## config.mk

```make
export PLATFORM = sky130hd
export DESIGN_NAME = div_iter
export DESIGN_NICKNAME = d
export VERILOG_FILES = /design/src/rtl/div_iter.sv
export SDC_FILE = /design/constraint.sdc
export NUM_CORES = 1
export LEC_CHECK = 0
export BUFFER_PORTS_ARGS = -buffer_cell sky130_fd_sc_hd__buf_4
export CAP_MARGIN = 30
export CORE_MARGIN = 1
export CORE_UTILIZATION = 56
export DETAILED_ROUTE_END_ITERATION = 8
export GPL_TIMING_DRIVEN = 0
export MAX_ROUTING_LAYER = met4
export PLACE_DENSITY = 0.77
export SLEW_MARGIN = 40
export SYNTH_ARGS = -nofsm -noshare
export SYNTH_HDL_FRONTEND = slang
export SYNTH_SLANG_ARGS = --single-unit
export TNS_END_PERCENT = 50
```

## constraint.sdc

```tcl
create_clock -name clk -period 7 [get_ports clk]
set_clock_uncertainty 0.15 [all_clocks]
set_input_delay 0.7 -clock clk [delete_from_list [all_inputs] [get_ports clk]]
set_output_delay 0.7 -clock clk [all_outputs]
set_load 0.03 [all_outputs]
```

## src/rtl/div_iter.sv

```systemverilog
`default_nettype none
// ============================================================================
// Module   : div_iter
// Brief    : Iterative radix-2 restoring divider (DIV/DIVU), one quotient bit
//            per cycle, start/ready handshake, returns {remainder, quotient}.
// Revision : 1.0 - initial release
// ============================================================================
module div_iter (
  input  logic        clk,
  input  logic        rst,
  input  logic        signed_div_i,
  input  logic [31:0] opdata1_i,
  input  logic [31:0] opdata2_i,
  input  logic        start_i,
  input  logic        annul_i,
  output logic [63:0] result_o,
  output logic        ready_o
);

  typedef enum logic [1:0] {
    S_FREE    = 2'd0,
    S_BY_ZERO = 2'd1,
    S_ON      = 2'd2,
    S_END     = 2'd3
  } state_t;

  localparam logic [5:0] c_LAST_ITER = 6'd31;

  state_t      r_state, w_state_nxt;
  logic [64:0] r_work, w_work_nxt;
  logic [5:0]  r_cnt, w_cnt_nxt;
  logic [31:0] r_divisor, w_divisor_nxt;
  logic        r_neg_q, w_neg_q_nxt;
  logic        r_neg_r, w_neg_r_nxt;
  logic [63:0] r_result, w_result_nxt;
  logic        r_ready, w_ready_nxt;

  logic [31:0] w_dvd_mag;
  logic [31:0] w_dvs_mag;
  logic [64:0] w_shift;
  logic [33:0] w_diff;
  logic [64:0] w_iter;
  logic [31:0] w_q_fix;
  logic [31:0] w_r_fix;

  // Magnitudes of the incoming operands; 0x80000000 maps to 2^31 unsigned.
  assign w_dvd_mag = (signed_div_i && opdata1_i[31]) ? (~opdata1_i + 32'd1) : opdata1_i;
  assign w_dvs_mag = (signed_div_i && opdata2_i[31]) ? (~opdata2_i + 32'd1) : opdata2_i;

  // One restoring step; the extra MSB of the difference is its sign.
  assign w_shift = r_work << 1;
  assign w_diff  = {1'b0, w_shift[64:32]} - {2'b00, r_divisor};
  assign w_iter  = w_diff[33] ? w_shift : {w_diff[32:0], w_shift[31:1], 1'b1};

  assign w_q_fix = r_neg_q ? (~w_iter[31:0] + 32'd1)  : w_iter[31:0];
  assign w_r_fix = r_neg_r ? (~w_iter[63:32] + 32'd1) : w_iter[63:32];

  always_comb begin
    w_state_nxt   = r_state;
    w_work_nxt    = r_work;
    w_cnt_nxt     = r_cnt;
    w_divisor_nxt = r_divisor;
    w_neg_q_nxt   = r_neg_q;
    w_neg_r_nxt   = r_neg_r;
    w_result_nxt  = r_result;
    w_ready_nxt   = r_ready;
    case (r_state)
      S_FREE: begin
        if (start_i && !annul_i) begin
          if (opdata2_i != 32'd0) begin
            w_state_nxt   = S_ON;
            w_work_nxt    = {33'd0, w_dvd_mag};
            w_cnt_nxt     = 6'd0;
            w_divisor_nxt = w_dvs_mag;
            w_neg_q_nxt   = signed_div_i && (opdata1_i[31] ^ opdata2_i[31]);
            w_neg_r_nxt   = signed_div_i && opdata1_i[31];
          end else begin
            w_state_nxt = S_BY_ZERO;
          end
        end
      end
      S_BY_ZERO: begin
        w_state_nxt  = S_END;
        w_result_nxt = 64'd0;
        w_ready_nxt  = 1'b1;
      end
      S_ON: begin
        if (annul_i) begin
          w_state_nxt  = S_FREE;
          w_result_nxt = 64'd0;
          w_ready_nxt  = 1'b0;
        end else begin
          w_work_nxt = w_iter;
          w_cnt_nxt  = r_cnt + 6'd1;
          if (r_cnt == c_LAST_ITER) begin
            w_state_nxt  = S_END;
            w_result_nxt = {w_r_fix, w_q_fix};
            w_ready_nxt  = 1'b1;
          end
        end
      end
      S_END: begin
        if (!start_i) begin
          w_state_nxt  = S_FREE;
          w_result_nxt = 64'd0;
          w_ready_nxt  = 1'b0;
        end
      end
      default: begin
        w_state_nxt  = S_FREE;
        w_result_nxt = 64'd0;
        w_ready_nxt  = 1'b0;
      end
    endcase
  end

  always_ff @(posedge clk) begin
    if (rst) begin
      r_state   <= S_FREE;
      r_work    <= 65'd0;
      r_cnt     <= 6'd0;
      r_divisor <= 32'd0;
      r_neg_q   <= 1'b0;
      r_neg_r   <= 1'b0;
      r_result  <= 64'd0;
      r_ready   <= 1'b0;
    end else begin
      r_state   <= w_state_nxt;
      r_work    <= w_work_nxt;
      r_cnt     <= w_cnt_nxt;
      r_divisor <= w_divisor_nxt;
      r_neg_q   <= w_neg_q_nxt;
      r_neg_r   <= w_neg_r_nxt;
      r_result  <= w_result_nxt;
      r_ready   <= w_ready_nxt;
    end
  end

  assign result_o = r_result;
  assign ready_o  = r_ready;

endmodule
`default_nettype wire

```

Word level (Yosys, flattened, before mapping)
Cells that the tools add are included.
- output and inout port bits: 65
- register bits: 171
- input port bits: 69
- $add $sub $neg: 6
- multiplexer cells: 27
- reductions and logical operators: 13
- equal/unequal tests: 9
- bitwise gates (word level): 5
- operator list (kind ; number):
    64-bit 2-to-1 mux ; 7
    64-bit case mux with 3 select lines ; 1
    32-bit by 1-bit adder with 32-bit output (second input constant) ; 4
    32-bit 2-to-1 mux ; 4
    32-bit inverter ; 4
    64-bit case mux with 2 select lines ; 1
    33-bit by 32-bit subtractor with 34-bit output ; 1
    32-bit nonzero test ; 1
    6-bit 2-to-1 mux ; 3
    6-bit case mux with 2 select lines ; 1
    2-bit 2-to-1 mux ; 5
    3-bit AND reduction ; 3
    2-bit != test (second input constant) ; 4
    2-bit case mux with 4 select lines ; 1
    6-bit by 1-bit adder with 6-bit output (second input constant) ; 1
    6-bit by 5-bit equality test with 1-bit output (second input constant) ; 1
    2-bit equality test (second input constant) ; 2
    1-bit logical AND ; 4
    4-bit AND reduction ; 1
    1-bit 2-to-1 mux ; 3
    3-bit != test (second input constant) ; 1
    1-bit case mux with 3 select lines ; 1
    3-bit nonzero test ; 1
    2-bit by 1-bit equality test with 1-bit output (second input constant) ; 1
    other kinds (4) ; 4

Depth between registers and ports, before layout
Gate-level depths: netlist (run 1).
- depth after elaboration: 8
- mapped depth: 23
- gate-level depth less buffers: 19

Worst setup path before layout (run 1)
OpenSTA, ideal clock, no wires.
- path kind: reg-to-reg
- start point: reg r_work[46]
- end point: reg r_result[60] (netlist: result_o[60])
- library setup time: 125 ps
- clock period less this slack: 5007 ps
- required time: 6725 ps
- path slack: 1993 ps
- arrival time: 4732 ps
- stages on the path, launching flop included: 22
- path through: dfxtp_1 ha_1 clkbuf_1 nand4_1 nor4_2 nand2_1 a31o_2 nand3_4 clkbuf_1 buf_2 buf_2 nand2_1 o21ai_0 ha_1 inv_1 nor4_1 a41oi_1 a2111oi_1 nand3_1 o21ai_1 xor2_1 o21ai_1
- longest elaborated chain between the ends: 8
- RTL lines (element ; RTL line ; text):
    from (decl) ; 30 ; logic [64:0] r_work, w_work_nxt;
    from (signal assigned) ; 129 ; r_work <= w_work_nxt;
    33-bit by 32-bit subtractor with 34-bit output ; 52 ; assign w_diff = {1'b0, w_shift[64:32]} - {2'b00, r_divisor};
    64-bit 2-to-1 mux * ; 53 ; assign w_iter = w_diff[33] ? w_shift : {w_diff[32:0], w_shift[31:1], 1'b1};
    32-bit inverter ; 56 ; assign w_r_fix = r_neg_r ? (~w_iter[63:32] + 32'd1) : w_iter[63:32];
    32-bit by 1-bit adder with 32-bit output ; 56 ;
    32-bit 2-to-1 mux * ; 56 ;
    64-bit 2-to-1 mux * ; 95 ; if (r_cnt == c_LAST_ITER) begin
    64-bit 2-to-1 mux * ; 88 ; if (annul_i) begin
    64-bit case mux with 3 select lines * ; 67 ; case (r_state)
    to (signal assigned) ; 134 ; r_result <= w_result_nxt;
    to (decl) ; 35 ; logic [63:0] r_result, w_result_nxt;
Every way passes the cells marked *; elsewhere a longest branch is shown, timed or not. The select of a mux whose other input is x is not followed.
A chain may end at the register's enable or synchronous reset.

Worst setup path after layout (run 1)
- start point: reg r_work[47]
- end point: reg r_result[62] (netlist: result_o[62])
The elaborated chain is that of the path after synthesis.

==> impl_metrics.tcl, run 1 <==
set metrics [dict create \
    status "complete, no violations" \
    postCtsHoldBufs 0 \
    start_util_pct 57.4 \
    grt_use_met3_pct 5.56 \
    clockBufferDepth 2 \
    grt_use_met2_pct 57.6 \
    overflow 0 \
    ys_seq_area_share_pct 29.4 \
    final_common_cell "nor2_1" \
    cp.arrival_ns 6.68 \
    nets 1827 \
    startpoint "r_work[47]$_SDFFE_PP0P_" \
    max-slew-margin-rel_pct 53.4 \
    worstPathMaxFanout 10 \
    fill_cells 1859 \
    cts_sinks 171 \
    worst_pin_slew_ns 0.699 \
    finalWorstSetupSlack_ns 0.481 \
    dp_hpwl_mm 30.6 \
    layout_common_cells "nor2_1, dfxtp_1, nand2_1" \
    grt_pass1_vias 11600 \
    fin_crit_sh_pct 93.1 \
    wl_mm 39.3 \
    die_h_um 146 \
    hold_viol_final 0 \
    min_from "r_divisor[31]$_SDFFE_PP0P_" \
    dp_slack_ns 0.413 \
    cp_data_required_time_ns 7.16 \
    vdd_drop_max_uv 144 \
    pin_count 134 \
    final.min_clock_period_ns 6.52 \
    setup_violations 0 \
    yosys.area.top_type "dfxtp_1" \
    wl_per_cell_um 19.7 \
    avgSynthCellArea_sq_um 7.43 \
    rows 52 \
    ant_nets 0 \
    synth_edf_count 0 \
    ys_warn_count 0 \
    total_leakage_power_nw 5.45 \
    syn_area_sq_um 11700 \
    vias 12500 \
    gp_congestion 0.970 \
    dieWidth_um 146 \
    path_class "reg -> reg" \
    cts_tree "yes" \
    htree_levels 4 \
    cts_root_buf "clkbuf_16" \
    synth_top_area_share_pct 29.4 \
    grt_max_degree 17 \
    core_sq_um 20300 \
    power.density_nw_per_um2 192 \
    port_buffers 133 \
    clock_latency_ns 0.44 \
    synth_fp_nets 1675 \
    clkTransAtPathRegs_ns 0.07 \
    synth_cell_types 76 \
    synthToLayoutAreaGrowth_pct 17.0 \
    timing.fmax_ghz 0.153 \
    hold_path_class "reg -> reg" \
    top_usage_layer "met2" \
    antenna_found_initial 0 \
    drv_cap 0 \
    rsz0062_at_grt "false" \
    cts_buffers 17 \
    synth_seq_cells 171 \
    r2r-start "r_work[47]$_SDFFE_PP0P_" \
    drt_pass1_iterations 6 \
    dieArea_sq_um 21400 \
    ys_top_cells_by_area "dfxtp_1, nor2_1, xnor2_1" \
    first_iter_violations 1243 \
    start_kind "flip-flop" \
    layout-drive-gt1-share_pct 12.4 \
    synth_flop_cell "dfxtp_1" \
    async_flop_share_pct 0 \
    setup_tns_ns 0 \
    grt_util_met1_pct 51.1 \
    syn_inst 1568 \
    grt_pass1_wl_mm 62.2 \
    crit_path_end_kind "flip-flop" \
    drc_errors 0 \
    num_antenna_cells 0 \
    track_usage_pct 37.9 \
    slew_viol_final 0 \
    viasPerCell 6.24 \
]
==> area by class of cell <==
type                       instances  area, sq um  area share, %
buffer                            93          370           2.72
timing repair buffer             133          998           7.33
sequential                       171         3420           25.1
clock buffer                      17          425           3.12
inverter                          49          184           1.35
tap                              270          338           2.48
multi-input combinational       1255         7700           56.5
clock inverter                    14          188           1.38
==> report_power, final <==
group | internal [mW] | switching, mW
sequential | 1.00 | 0.0286
combinational | 0.214 | 0.377
clock | 0.570 | 0.430
total | 1.78 | 0.836
==> worst max-delay path, cell delays in order, from the launching register on <==
cell	delay, ns
dfxtp_1	0.41
ha_1	0.33
clkbuf_1	0.33
nand4_1	0.23
nor4_2	0.47
nand2_1	0.18
a31o_2	0.29
nand3_4	0.14
clkbuf_1	0.44
buf_2	0.35
buf_2	0.36
nand2_1	0.10
o21ai_0	0.14
ha_1	0.29
nand2_1	0.09
or3_1	0.35
nor4_1	0.24
a41oi_1	0.19
a211oi_1	0.50
nand4_1	0.21
o31ai_1	0.32
xor2_1	0.19
o21ai_0	0.09
==> state kept, by name (all words and copies together), names as in the netlist <==
| name | count |
|---|---|
| r_work | 64 |
| result_o | 64 |
| r_divisor | 32 |
| r_cnt | 6 |
| r_state | 2 |
| r_neg_q | 1 |
| r_neg_r | 1 |
| ready_o | 1 |
==> stage by stage <==
step	utilization [%]	area [sq um]	instances	hold slack [ns]	power, mW
after floorplan	-	11700	1568	0.282	1.43
after global placement	64.0	13000	1971	0.292	1.61
after detailed placement	64.0	13000	1971	0.297	1.61
after CTS	67.0	13600	2002	0.304	2.60
after global routing	67.1	13600	2002	0.349	2.71
final	67.1	13600	2002	0.306	2.62
==> cell families after synthesis <==
kind of cell | count (synthesis) | share of synthesized area, %
xor+xnor | 135 | 10.1
fa+ha+maj | 38 | 4.14
compound gates | 472 | 27.0
mux | 12 | 1.05
buf+inv | 142 | 4.76
flops | 171 | 29.4
simple gates | 598 | 23.5
==> routing by layer <==
| metal | routed length, um | part of all wire (%) |
|---|---|---|
| met5 | 0 | 0 |
| met4 | 1070 | 2.7 |
| met3 | 3460 | 8.8 |
| met2 | 17400 | 44 |
| met1 | 17400 | 44 |
==> final timing paths <==
kind | end | slack [ns] | cells after the start
setup / recovery | result_o[62]$_SDFFE_PP0P_ | 0.48 | 22
hold / removal | r_divisor[31]$_SDFFE_PP0P_ | 0.31 | 2
setup reg to reg | result_o[62]$_SDFFE_PP0P_ | 0.48 | 22
hold reg to reg | r_divisor[31]$_SDFFE_PP0P_ | 0.31 | 2
==> cells in the mapped netlist, types with 9 or more instances <==
library cell,count
nand4_1,18
a211oi_1,68
nor2b_1,15
o21ai_1,9
nand2_1,153
o21a_1,10
nor4_1,23
a22oi_1,55
o41ai_1,10
nand2b_1,13
o31ai_1,30
buf_2,17
clkbuf_1,72
a31oi_1,10
xnor2_1,86
a21o_1,11
xor2_1,49
o21ai_0,87
nor2_1,250
ha_1,37
inv_1,48
or3_1,21
nand3_1,23
nor3_1,31
mux2i_1,10
a21oi_1,120
dfxtp_1,171
==> what timing repair did <==
action                                  CTS  global route
endpoints found under the hold margin     0             0
endpoints found under the setup margin    0             3
resized for setup                         0             2
setup buffers                             0             0
Note: power is estimated with default switching activity, not from simulation.
==> inputs of run 2 (changes only) <==
CELL_PAD_IN_SITES_DETAIL_PLACEMENT = 2   (was default)
CELL_PAD_IN_SITES_GLOBAL_PLACEMENT = 2   (was default)
CORE_UTILIZATION = 34   (was 56)
PLACE_DENSITY = default   (was 0.77)
PLACE_DENSITY_LB_ADDON = 0.1   (was default)
clock period = 6 ns   (was 7 ns; I/O delays follow)
==> run 2 against run 1 <==
  * Utilization down 26 points
  * Non-clock buffer count down 2
  * Cell area up 2.4%
  * Via count up 0.18%
  * Count of clock-buffer cells in the layout up 5
  * Register-to-register slack worse by 0.21 ns
  * Total power up 21%
  * First-iteration DRC count down 56%
  * Critical path type unchanged
==> impl_metrics.tcl, run 2 (synthesis gave the netlist of run 1 again) <==
set metrics [dict create \
    status "complete, no violations" \
    cts_tree "yes" \
    dp_slack_ns -0.984 \
    p_switching_mw 1.03 \
    cts_buffers 17 \
    hold_slack_ns 0.279 \
    route.met3.wl_mm 1.57 \
    hold_path_class "in -> reg" \
    dieWidth_um 187 \
    rr_endpoint "result_o[60]$_SDFFE_PP0P_" \
    vdd_drop_max_uv 164 \
    dp.cells 2149 \
    worst_r2r_path_depth 22 \
    overflow 0 \
    final.min_clock_period_ns 5.73 \
    reg2reg_slack_ns 0.27 \
    start_util_pct 34.7 \
    slew_viol_final 0 \
    met2WireLength_mm 25.0 \
    final_util_pct 41.5 \
    worst_pin_slew_ns 0.805 \
    timing.fmax_ghz 0.174 \
    fin_crit_sh_pct 95.6 \
    rsz0062_at_grt "false" \
    met1Wirelength_mm 22.0 \
    hold_viol_final 0 \
    layout_common_cells "nor2_1, dfxtp_1, nand2_1" \
    pwr-share-comb_pct 23.6 \
    pwr-share-clk_pct 38.7 \
    drv_cap 0 \
    antenna_found_initial 1 \
    layout-drive-gt1-share_pct 12.9 \
    worstPathMaxFanout 10 \
    first_iter_violations 545 \
    cts_sinks 171 \
    dieArea_sq_um 35000 \
    clockBufferDepth 2 \
    final_common_cell "nor2_1" \
    worstHoldPathCells 3 \
    clkTransAtPathRegs_ns 0.07 \
    path_class "reg -> reg" \
    viasPerCell 5.74 \
    fill_cells 3951 \
    cp-endpoint "result_o[60]$_SDFFE_PP0P_" \
    rows 67 \
    synthToLayoutAreaGrowth_pct 19.7 \
    place_area_sq_um 13200 \
    r2r-start "r_work[50]$_SDFFE_PP0P_" \
    port_buffers 133 \
    start_kind "flip-flop" \
    dp_hpwl_mm 39.5 \
    wl_mm 50.3 \
    grt_max_degree 17 \
    finalWorstSetupSlack_ns 0.267 \
    ant_nets 0 \
    total_leakage_power_nw 5.47 \
    stdcell_area_sq_um 14000 \
    pin_count 134 \
    gp_congestion 0.894 \
    grt_pass1_wl_mm 78.7 \
    cp.arrival_ns 5.91 \
    drt_pass1_iterations 4 \
    vias 12500 \
    p_int_mw 2.15 \
    cp_data_required_time_ns 6.18 \
    wl_per_cell_um 23.1 \
    crit_path_end_kind "flip-flop" \
    drc_errors 0 \
    final_cell_count_no_fill 2180 \
    swShare_pct 32.5 \
    track_usage_pct 29.8 \
    highest_layer "met4" \
    setup_violations 0 \
    htree_levels 4 \
    nets 1825 \
    power.density_nw_per_um2 228 \
    die_h_um 187 \
    clock_latency_ns 0.46 \
    startpoint "r_work[50]$_SDFFE_PP0P_" \
    core_sq_um 33600 \
    pwr-share-seq_pct 37.7 \
    grt_pass1_vias 13600 \
    cts_root_buf "clkbuf_16" \
    max-slew-margin-rel_pct 46.0 \
]
## run 2: cell types whose count changed in the layout (fill, tap and decap cells not counted), moves of 2 or more
cell      before  now
buf_4        133  138
inv_8          3    0
nor4_4         0    2
clkbuf_1      72   70
clkbuf_8       0    2
clkinv_4       3    0
## run 2: metal layers
layer  vias to the layer above  track usage [%]
li1                       5924                -
met1                      6296             35.2
met2                       218             50.9
met3                        75             3.86
met4                         0             11.8
met5                         -                -
## run 2: what timing repair did
item	CTS	global route
setup endpoints to repair	12	11
pin swaps	4	5
resized for setup	13	6
setup buffers	1	2
hold buffers	0	0
## run 2: worst min-delay path by stage
| stage | slack (ns) | from | endpoint |
|---|---|---|---|
| 4_1_cts | 0.26 | opdata2_i[0] | r_divisor[0]$_SDFFE_PP0P_ |
| 6_report | 0.28 | opdata2_i[0] | r_divisor[0]$_SDFFE_PP0P_ |
| 5_1_grt | 0.29 | opdata2_i[0] | r_divisor[0]$_SDFFE_PP0P_ |
| 2_1_floorplan | 0.28 | r_divisor[22]$_SDFFE_PP0P_ | r_divisor[22]$_SDFFE_PP0P_ |
| 3_5_place_dp | 0.30 | result_o[60]$_SDFFE_PP0P_ | result_o[60]$_SDFFE_PP0P_ |
| 3_3_place_gp | 0.29 | result_o[49]$_SDFFE_PP0P_ | result_o[49]$_SDFFE_PP0P_ |
## run 2: through the flow
stage               power [mW]  setup TNS, ns
global placement          1.91          -7.02
global route              3.30              0
CTS                       3.18              0
floorplan                 1.67              0
finish                    3.18              0
detailed placement        1.94          -7.02
## run 2: power by group through the flow
stage / Sequential [mW] / Clock, mW / Combinational (mW)
finish: 1.20 / 1.23 / 0.749
global route: 1.20 / 1.29 / 0.814
CTS: 1.20 / 1.25 / 0.738
detailed placement: 1.22 / 0 / 0.714
global placement: 1.22 / 0 / 0.690
floorplan: 1.21 / 0 / 0.460
## run 2: final cells by class
type	instances	area, sq um	share of cell area, %
clock inverters	10	163	1.17
plain buffers	88	358	2.56
diodes	1	2.50	0.0179
flip-flops and latches	171	3420	24.5
inverters	49	184	1.32
clock buffers	22	464	3.33
multi-input cells	1255	7780	55.7
repair buffers	136	1020	7.32
well taps	448	561	4.02
## run 2: critical path: stages, from the launching register on
cell	delay, ns
dfxtp_1	0.42
ha_1	0.34
buf_2	0.22
nand4_2	0.23
nor4_4	0.34
nand2_1	0.15
a31o_2	0.30
nand3_4	0.16
buf_2	0.27
buf_4	0.25
buf_4	0.26
nand2_1	0.08
o21ai_1	0.15
ha_2	0.29
nand2_1	0.09
or3_1	0.37
nor4_2	0.26
a41oi_4	0.12
a2111oi_4	0.42
nand3_1	0.20
o21ai_1	0.21
xor2_1	0.25
o21ai_1	0.08
==> inputs of run 3 (changes only) <==
RECOVER_POWER = 50   (was default)
==> run 3 against run 2 <==
  * Die area did not move
  * Sequential share of layout area increased by 0.46 points
  * Cell count stayed put
  * Register-to-register slack hardly changed
  * Flip-flop and latch count unchanged
  * Non-clock buffer count unchanged
  * Worst setup slack worse by 0.011 ns
  * Sequential power is essentially flat
  * First-iteration DRC count rose by 13%
  * Fmax shrank 0.19%
  * Largest cell class unchanged
  * Worst hold slack better by 0.0028 ns
  * Cell area down 1.8%
==> impl_metrics.tcl, run 3 (synthesis gave the netlist of run 1 again) <==
set metrics [dict create \
    dieWidth_um 187 \
    ant_nets 0 \
    cp.arrival_ns 5.92 \
    start_kind "flip-flop" \
    core_sq_um 33600 \
    pin_count 134 \
    total_leakage_power_nw 5.18 \
    dp.cells 2149 \
    power.density_nw_per_um2 232 \
    power_mw 3.17 \
    final_util_pct 40.7 \
    fill_cells 4020 \
    drv_cap 0 \
    grt_pass1_vias 13600 \
    reg2reg_slack_ns 0.26 \
    antenna_found_initial 1 \
    drc_errors 0 \
    clockBufferDepth 2 \
    track_usage_pct 29.8 \
    final_common_cell "nor2_1" \
    worstHoldPathCells 3 \
    cts_buffers 17 \
    start_util_pct 34.7 \
    layout_common_cells "nor2_1, dfxtp_1, nand2_1" \
    startpoint "r_work[50]$_SDFFE_PP0P_" \
    layout-drive-gt1-share_pct 8.90 \
    die_h_um 187 \
    finalWorstSetupSlack_ns 0.256 \
    hold_viol_final 0 \
    final.min_clock_period_ns 5.74 \
    grt_pass1_wl_mm 78.7 \
    postCtsHoldBufs 0 \
    cts_tree "yes" \
    dp_hpwl_mm 39.5 \
    min_from "opdata2_i[0]" \
    rsz0062_at_grt "false" \
    synthToLayoutAreaGrowth_pct 17.5 \
    wl_per_cell_um 23.0 \
    setup_violations 0 \
    vias 12600 \
    vdd_drop_max_uv 164 \
    rows 67 \
    slew_viol_final 0 \
    cts_sinks 171 \
    cp_data_required_time_ns 6.18 \
    timing.fmax_ghz 0.174 \
    max-slew-margin-rel_pct 32.8 \
    final_cell_count_no_fill 2180 \
    worst_r2r_path_depth 22 \
    hold_slack_ns 0.282 \
    fin_crit_sh_pct 95.7 \
    path_class "reg -> reg" \
    r2r-start "r_work[50]$_SDFFE_PP0P_" \
    hold_path_class "in -> reg" \
    drt_pass1_iterations 5 \
    grt_max_degree 17 \
    htree_levels 4 \
    clkTransAtPathRegs_ns 0.07 \
    nets 1825 \
    worstPathMaxFanout 10 \
    setup_tns_ns 0 \
    overflow 0 \
    crit_path_end_kind "flip-flop" \
    gp_congestion 0.894 \
    status "complete, no violations" \
    worst_pin_slew_ns 0.997 \
    clock_latency_ns 0.46 \
    wl_mm 50.2 \
    stdcell_area_sq_um 13700 \
    first_iter_violations 618 \
    cts_root_buf "clkbuf_16" \
    dieArea_sq_um 35000 \
    viasPerCell 5.76 \
    place_area_sq_um 13200 \
    dp_slack_ns -0.984 \
    port_buffers 133 \
]
==> run 3: changes by cell type in the layout (fill, tap and decap cells not counted), sizes merged <==
cell    previous run  this run
buf              157        88
clkbuf            89       158
==> run 3: layer usage <==
layer	global-route usage [%]	vias up	wire length [um]
met2	50.9	228	24900
met4	11.8	0	1830
met3	3.86	76	1580
met1	35.2	6327	21900
met5	-	-	0
li1	-	5930	-
==> run 3: timing repair <==
item,4_1_cts,5_1_grt
setup buffers,1,2
gates resized for setup,13,6
pin swaps,4,5
setup endpoints to repair,12,11
==> run 3: where the power goes <==
part / internal, mW / total [mW] / switching [mW]
Combinational: 0.257 / 0.748 / 0.490
Sequential: 1.17 / 1.20 / 0.0321
Clock: 0.721 / 1.23 / 0.508
Total: 2.14 / 3.17 / 1.03
==> run 3: critical path, cell delays in order (launching register included) <==
cell and delay [ns]:
dfxtp_1 0.42, ha_1 0.35, buf_2 0.23, nand4_2 0.23
nor4_4 0.33, nand2_1 0.15, a31o_2 0.30, nand3_4 0.16
buf_2 0.28, buf_4 0.25, buf_4 0.26, nand2_1 0.08
o21ai_1 0.15, ha_2 0.29, nand2_1 0.09, or3_1 0.37
nor4_2 0.25, a41oi_4 0.11, a2111oi_4 0.42, nand3_1 0.19
o21ai_1 0.21, xor2_1 0.25, o21ai_1 0.08
==> run 3: path summary, 6_finish.rpt <==
path	end
worst max register to register	result_o[60]$_SDFFE_PP0P_
worst min-delay path	r_divisor[0]$_SDFFE_PP0P_
worst min register to register	result_o[60]$_SDFFE_PP0P_
worst max-delay path	result_o[60]$_SDFFE_PP0P_
==> run 3: layout make-up <==
type | count | area [sq um] | area share (%)
antenna | 1 | 2.50 | 0.0183
buffer | 88 | 354 | 2.58
clock buffer | 22 | 464 | 3.39
clock inverter | 10 | 163 | 1.19
inverter | 49 | 184 | 1.34
multi-input combinational | 1255 | 7770 | 56.7
sequential | 171 | 3420 | 25.0
tap | 448 | 561 | 4.09
timing repair buffer | 136 | 773 | 5.64
